### src/rtl/multiply_signed_ctrl.sv
// Signed/unsigned sequencing stage around the 32-bit shift-add multiply core:
// converts operands to magnitudes, runs the core, and re-applies the result sign.
module multiply_signed_ctrl #(
    parameter int WIDTH = 32
) (
    input  logic                 clk,
    input  logic                 reset,
    input  logic                 start,
    input  logic                 signed_op,
    input  logic [WIDTH-1:0]     a,
    input  logic [WIDTH-1:0]     b,
    input  logic                 flush,
    output logic                 busy,
    output logic                 valid,
    output logic [WIDTH-1:0]     hi,
    output logic [WIDTH-1:0]     lo,
    output logic                 core_reset,
    output logic [WIDTH-1:0]     core_a,
    output logic [WIDTH-1:0]     core_b,
    input  logic                 core_ready,
    input  logic [2*WIDTH-1:0]   core_product
);

    typedef enum logic [2:0] {
        ST_IDLE = 3'd0,
        ST_LOAD = 3'd1,
        ST_RUN  = 3'd2,
        ST_FIX  = 3'd3,
        ST_DONE = 3'd4
    } state_t;

    localparam logic [WIDTH-1:0]   ONE_W  = {{(WIDTH-1){1'b0}}, 1'b1};
    localparam logic [2*WIDTH-1:0] ONE_2W = {{(2*WIDTH-1){1'b0}}, 1'b1};

    // Two's complement magnitude; the most negative value maps onto itself,
    // which read as unsigned is exactly the required 2^(WIDTH-1).
    function automatic logic [WIDTH-1:0] magnitude(input logic [WIDTH-1:0] v, input logic neg);
        return neg ? (~v + ONE_W) : v;
    endfunction

    function automatic logic [2*WIDTH-1:0] apply_sign(input logic [2*WIDTH-1:0] p, input logic neg);
        return neg ? (~p + ONE_2W) : p;
    endfunction

    state_t               state_r;
    state_t               state_s;
    logic                 accept_s;
    logic                 capture_s;
    logic                 fix_s;
    logic                 neg_a_s;
    logic                 neg_b_s;
    logic                 neg_r;
    logic [2*WIDTH-1:0]   prod_r;
    logic [WIDTH-1:0]     core_a_r;
    logic [WIDTH-1:0]     core_b_r;
    logic [WIDTH-1:0]     hi_r;
    logic [WIDTH-1:0]     lo_r;
    logic                 busy_r;
    logic                 valid_r;
    logic                 core_reset_r;

    // Next-state decode and datapath enables; flush overrides everything.
    always_comb begin
        state_s   = state_r;
        accept_s  = 1'b0;
        capture_s = 1'b0;
        fix_s     = 1'b0;
        neg_a_s   = signed_op & a[WIDTH-1];
        neg_b_s   = signed_op & b[WIDTH-1];
        if (flush) begin
            state_s = ST_IDLE;
        end else begin
            case (state_r)
                ST_IDLE, ST_DONE: begin
                    if (start) begin
                        accept_s = 1'b1;
                        state_s  = ST_LOAD;
                    end else begin
                        state_s = state_r;
                    end
                end
                ST_LOAD: state_s = ST_RUN;
                ST_RUN: begin
                    if (core_ready) begin
                        capture_s = 1'b1;
                        state_s   = ST_FIX;
                    end else begin
                        state_s = ST_RUN;
                    end
                end
                ST_FIX: begin
                    fix_s   = 1'b1;
                    state_s = ST_DONE;
                end
                default: state_s = ST_IDLE;
            endcase
        end
    end

    // State register.
    always_ff @(posedge clk or negedge reset) begin
        if (!reset) begin
            state_r <= ST_IDLE;
        end else begin
            state_r <= state_s;
        end
    end

    // Operand, product and result registers; core_a/core_b change only on accept.
    always_ff @(posedge clk or negedge reset) begin
        if (!reset) begin
            core_a_r <= {WIDTH{1'b0}};
            core_b_r <= {WIDTH{1'b0}};
            neg_r    <= 1'b0;
            prod_r   <= {(2*WIDTH){1'b0}};
            hi_r     <= {WIDTH{1'b0}};
            lo_r     <= {WIDTH{1'b0}};
        end else begin
            if (accept_s) begin
                core_a_r <= magnitude(a, neg_a_s);
                core_b_r <= magnitude(b, neg_b_s);
                neg_r    <= neg_a_s ^ neg_b_s;
            end
            if (capture_s) begin
                prod_r <= core_product;
            end
            if (fix_s) begin
                {hi_r, lo_r} <= apply_sign(prod_r, neg_r);
            end
        end
    end

    // Handshake flags registered from the next state so they track the state exactly.
    always_ff @(posedge clk or negedge reset) begin
        if (!reset) begin
            busy_r       <= 1'b0;
            valid_r      <= 1'b0;
            core_reset_r <= 1'b1;
        end else begin
            busy_r       <= (state_s == ST_LOAD) || (state_s == ST_RUN) || (state_s == ST_FIX);
            valid_r      <= (state_s == ST_DONE);
            core_reset_r <= (state_s != ST_RUN);
        end
    end

    assign busy       = busy_r;
    assign valid      = valid_r;
    assign hi         = hi_r;
    assign lo         = lo_r;
    assign core_reset = core_reset_r;
    assign core_a     = core_a_r;
    assign core_b     = core_b_r;

endmodule

### config.mk
export PLATFORM = sky130hd
export DESIGN_NAME = multiply_signed_ctrl
export DESIGN_NICKNAME = d
export VERILOG_FILES = /design/src/rtl/multiply_signed_ctrl.sv
export SDC_FILE = /design/constraint.sdc
export NUM_CORES = 1
export LEC_CHECK = 0
export BUFFER_PORTS_ARGS = -buffer_cell sky130_fd_sc_hd__buf_4
export CAP_MARGIN = 20
export CORE_ASPECT_RATIO = 2
export CORE_MARGIN = 4
export CORE_UTILIZATION = 43
export DETAILED_ROUTE_END_ITERATION = 8
export PLACE_DENSITY = 0.67
export SLEW_MARGIN = 5
export SYNTH_ARGS = -nofsm -noshare
export SYNTH_HDL_FRONTEND = slang
export SYNTH_SLANG_ARGS = --single-unit
### constraint.sdc
create_clock -name clk -period 3.37 [get_ports clk]
set_input_delay 0.1685 -clock clk [delete_from_list [all_inputs] [get_ports clk]]
set_output_delay 0.1685 -clock clk [all_outputs]
set_load 0.02 [all_outputs]
==> metrics.md <==
| Metric | Value |
|---|---|
| Area leader, netlist | `dfrtp_1` |
| Initial antenna violation count | `0` |
| Grt ovf | `0` |
| Routed Antenna Nets | `0` |
| Post-place setup slack | `0.469 ns` |
| Asr flop ratio synth | `100%` |
| Fmax | `about 340 MHz` |
| Final Hold Vio Count | `0` |
| Share of cells above drive strength 1 | `29.7%` |
| Maxcap violations | `0` |
| Synth Area in Adders | `0.377%` |
| Status | `finished, final reports clean` |
| Compound-Gate Fraction of Synth Area | `13.7%` |
| Reg2Reg Depth | `6` |
| CTS tree | `built` |
| Fill cells | `1954` |
| Distinct cell type count after synthesis | `47` |
| Largest family of logic cells by synthesized area | `simple AND/OR/NAND/NOR gates` |
| Placed cells | `1509` |
| Core area | `22700 µm²` |
| Die Y | `between 200 and 250 µm` |
| Crit share post-route | `87.2%` |
| Slowest cell on the critical path | `nor4_2` |
| Mean Syn Cell Area | `9.94 µm²` |
| Post-CTS setup buffers | `0` |
| Vias in the first global route | `~9000` |
| Least-Margin Pin Slew | `0.822 ns` |
| Post-synthesis xor/xnor area fraction | `approximately a tenth` |
| Post-synthesis sequential area ratio | `50.1%` |
| Post-synth top area share | `approximately half` |
| Largest net degree at the start of global routing | `128` |
| Post-DP Area | `12300 µm²` |
| H-tree level count | `4` |
| Most numerous cell in the Yosys netlist | `dfrtp_1` |
| Worst slew margin | `45.2%` |
| Post-cts sizing count | `0` |
| Worst skew pair latency | `0.45 ns` |
| Routed wire length | `about 30 mm` |
| Layout area overhead | `38.7%` |
| Die width | `116 µm` |
| Critical path origin | `prod_r[12]` |
| Synth Cell Area | `9950 µm²` |
| VDD IR max | `0.532 mV` |
| Synthesized Nets | `1138` |
| Post-synth EDFFs | `0` |
| Post-Synth Simple-Gate Area | `15.7%` |
| Nature of the critical path startpoint | `flip-flop` |
| ANT cells | `0` |
| Drt pass-1 iters | `8` |
| Primary FF master, synth | `dfrtp_1` |
| Residual DRC count | `0` |
| # IOs | `265` |
| Nets | `between 1000 and 1500` |
| Slew Limit Fails | `0` |
| CP Class | `flip-flop to flip-flop` |
| Worst path cell trace | `or4_1 > nor4_2 > nand3_1 > o41ai_1 > xor2_1 > o21ai_1` |
| Crit path required time | `3.69 ns` |
| Num CTS Buffers | `17` |
| Post-Layout Cell Count | `1629` |
| Unrepaired setup endpoints after global routing | `no` |
| Worst reg2reg path startpoint | `prod_r[12]` |
| Clock buffer depth | `2` |
| Clock transition at path regs | `0.07 ns` |
| Initial Util | `43.7%` |
| Post-route cell area | `~14000 µm²` |
| Worst Hold Class | `input pin to flip-flop` |
| Synth area leaders | `dfrtp_1, xor2_1, mux2_2, o21ai_0, nand2_1` |
| Final setup margin | `0.433 ns` |
| Placer Congestion | `0.912` |
| PwrDens | `between 700 and 800 nW/µm²` |
| Total negative setup slack | `0 ns` |
| Mapped Cells | `1001` |
| Num Clock Sinks | `between 150 and 200` |
| Synth warnings | `0` |
| Leak | `6.25 nW` |
| Routed WL per cell | `18.4 µm` |
| Fin crit period | `approximately 2.9 ns` |
| CTS root buf | `clkbuf_16` |
| First-pass GRT wire length | `47.5 mm` |
| Row count | `78` |
| Worst Path Arrival | `about 3.3 ns` |
| Post-synthesis mux area share | `approximately 7.4%` |
| IO Port Bufs | `between 200 and 300` |
| Final setup violation count | `0` |
| Clock skew | `0.00866 ns` |
| GRT Total Usage | `23.6%` |
| Crit Reg-Reg Endpoint | `hi[19]` |
| Number of DRC markers in iteration 0 | `around 440` |
| Slowest Stage Delay on Critical Path | `0.60 ns` |
| Synth top cells by count | `dfrtp_1, nand2_1, o21ai_0, xor2_1, mux2_2` |
| Worst Setup EP | `hi[19]` |
| CP Capture Type | `flip-flop` |
| HPWL Detailed | `22.3 mm` |
| FF-to-FF setup slack | `0.43 ns` |
| Post-synthesis register bit count | `199` |
| Vias/cell | `5.33` |
| Die ar. | `between 20000 and 30000 µm²` |
| Vias | `just under 9000` |
| Critical-path maximum fanout | `8` |
==> flip-flops by register name, summed over array words and instances (netlist names) <==
name,count
prod_r,64
core_a,32
core_b,32
hi,32
lo,32
state_r,3
busy,1
core_reset,1
neg_r,1
valid,1
==> cell families after synthesis <==
group	after synthesis
simple gates	317
compound gates	237
flops	199
xor+xnor	117
mux	66
buf+inv	62
fa+ha+maj	3
==> worst min path at each step <==
| stage | startpoint | end | depth (start not counted) |
|---|---|---|---|
| 3_5_place_dp | reset | prod_r[50] | 1 |
| 3_3_place_gp | reset | prod_r[50] | 1 |
| 4_1_cts | b[6] | core_b[6] | 3 |
| 6_report | b[25] | core_b[25] | 3 |
| 5_1_grt | b[7] | core_b[7] | 3 |
| 2_1_floorplan | reset | busy | 0 |
==> worst max-delay path: cells and delay by family, from the launching register on <==
family,cells,cell delay (ns)
xor+xnor,1,0.18
compound gates,2,0.58
simple gates,3,1.63
flops,1,0.42
==> what timing repair did <==
| action | CTS | global route |
|---|---|---|
| hold endpoints to repair | 179 | 0 |
| endpoints found under the setup margin | 0 | 0 |
| hold buffers | 86 | 0 |
==> per-stage QoR <==
| stage | power [mW] | hold slack, ns | utilization [%] |
|---|---|---|---|
| floorplan | 6.41 | -0.127 | - |
| global placement | 8.23 | 0.307 | 53.9 |
| detailed placement | 8.33 | 0.313 | 53.9 |
| CTS | 10.7 | 0.0000767 | 60.5 |
| global route | 11.2 | 0.0237 | 60.6 |
| finish | 10.6 | 0.0236 | 60.6 |
==> where the power goes <==
group / internal (mW) / switching, mW
registers: 3.35 / 0.944
logic: 1.87 / 2.18
clock network: 1.30 / 0.919
total: 6.53 / 4.04
==> cell usage in the layout (no fill, tap or decap), types with 19 or more instances in the layout <==
master	Yosys	layout
a21oi_1	22	22
buf_4	0	277
dfrtp_1	198	197
dlygate4sd3_1	0	86
mux2_2	64	64
nand2_1	159	159
nor2_1	32	32
nor3_1	22	22
o21ai_0	135	135
o21ai_1	24	24
o31ai_1	23	23
o41ai_1	19	19
or4_1	21	21
xnor2_1	30	30
xor2_1	87	87
==> layout make-up <==
type	count	area [µm²]	share of cell area, %
Sequential cell	199	4980	36.1
Multi-Input combinational cell	740	4750	34.4
Timing Repair Buffer	368	3030	22.0
Clock buffer	20	467	3.38
Tap cell	280	350	2.54
Clock inverter	12	174	1.26
Inverter	10	37.5	0.272
==> layer usage <==
metal | part of all wire (%) | vias up | global-route usage (%) | routed length [µm]
li1 | - | 4206 | - | -
met1 | 35 | 4145 | 24.9 | 10400
met2 | 56 | 261 | 44.3 | 16800
met3 | 5.2 | 64 | 4.34 | 1560
met4 | 3.8 | 0 | 10.2 | 1140
met5 | 0 | - | 0 | 0
(Power assumes the default switching activity.)
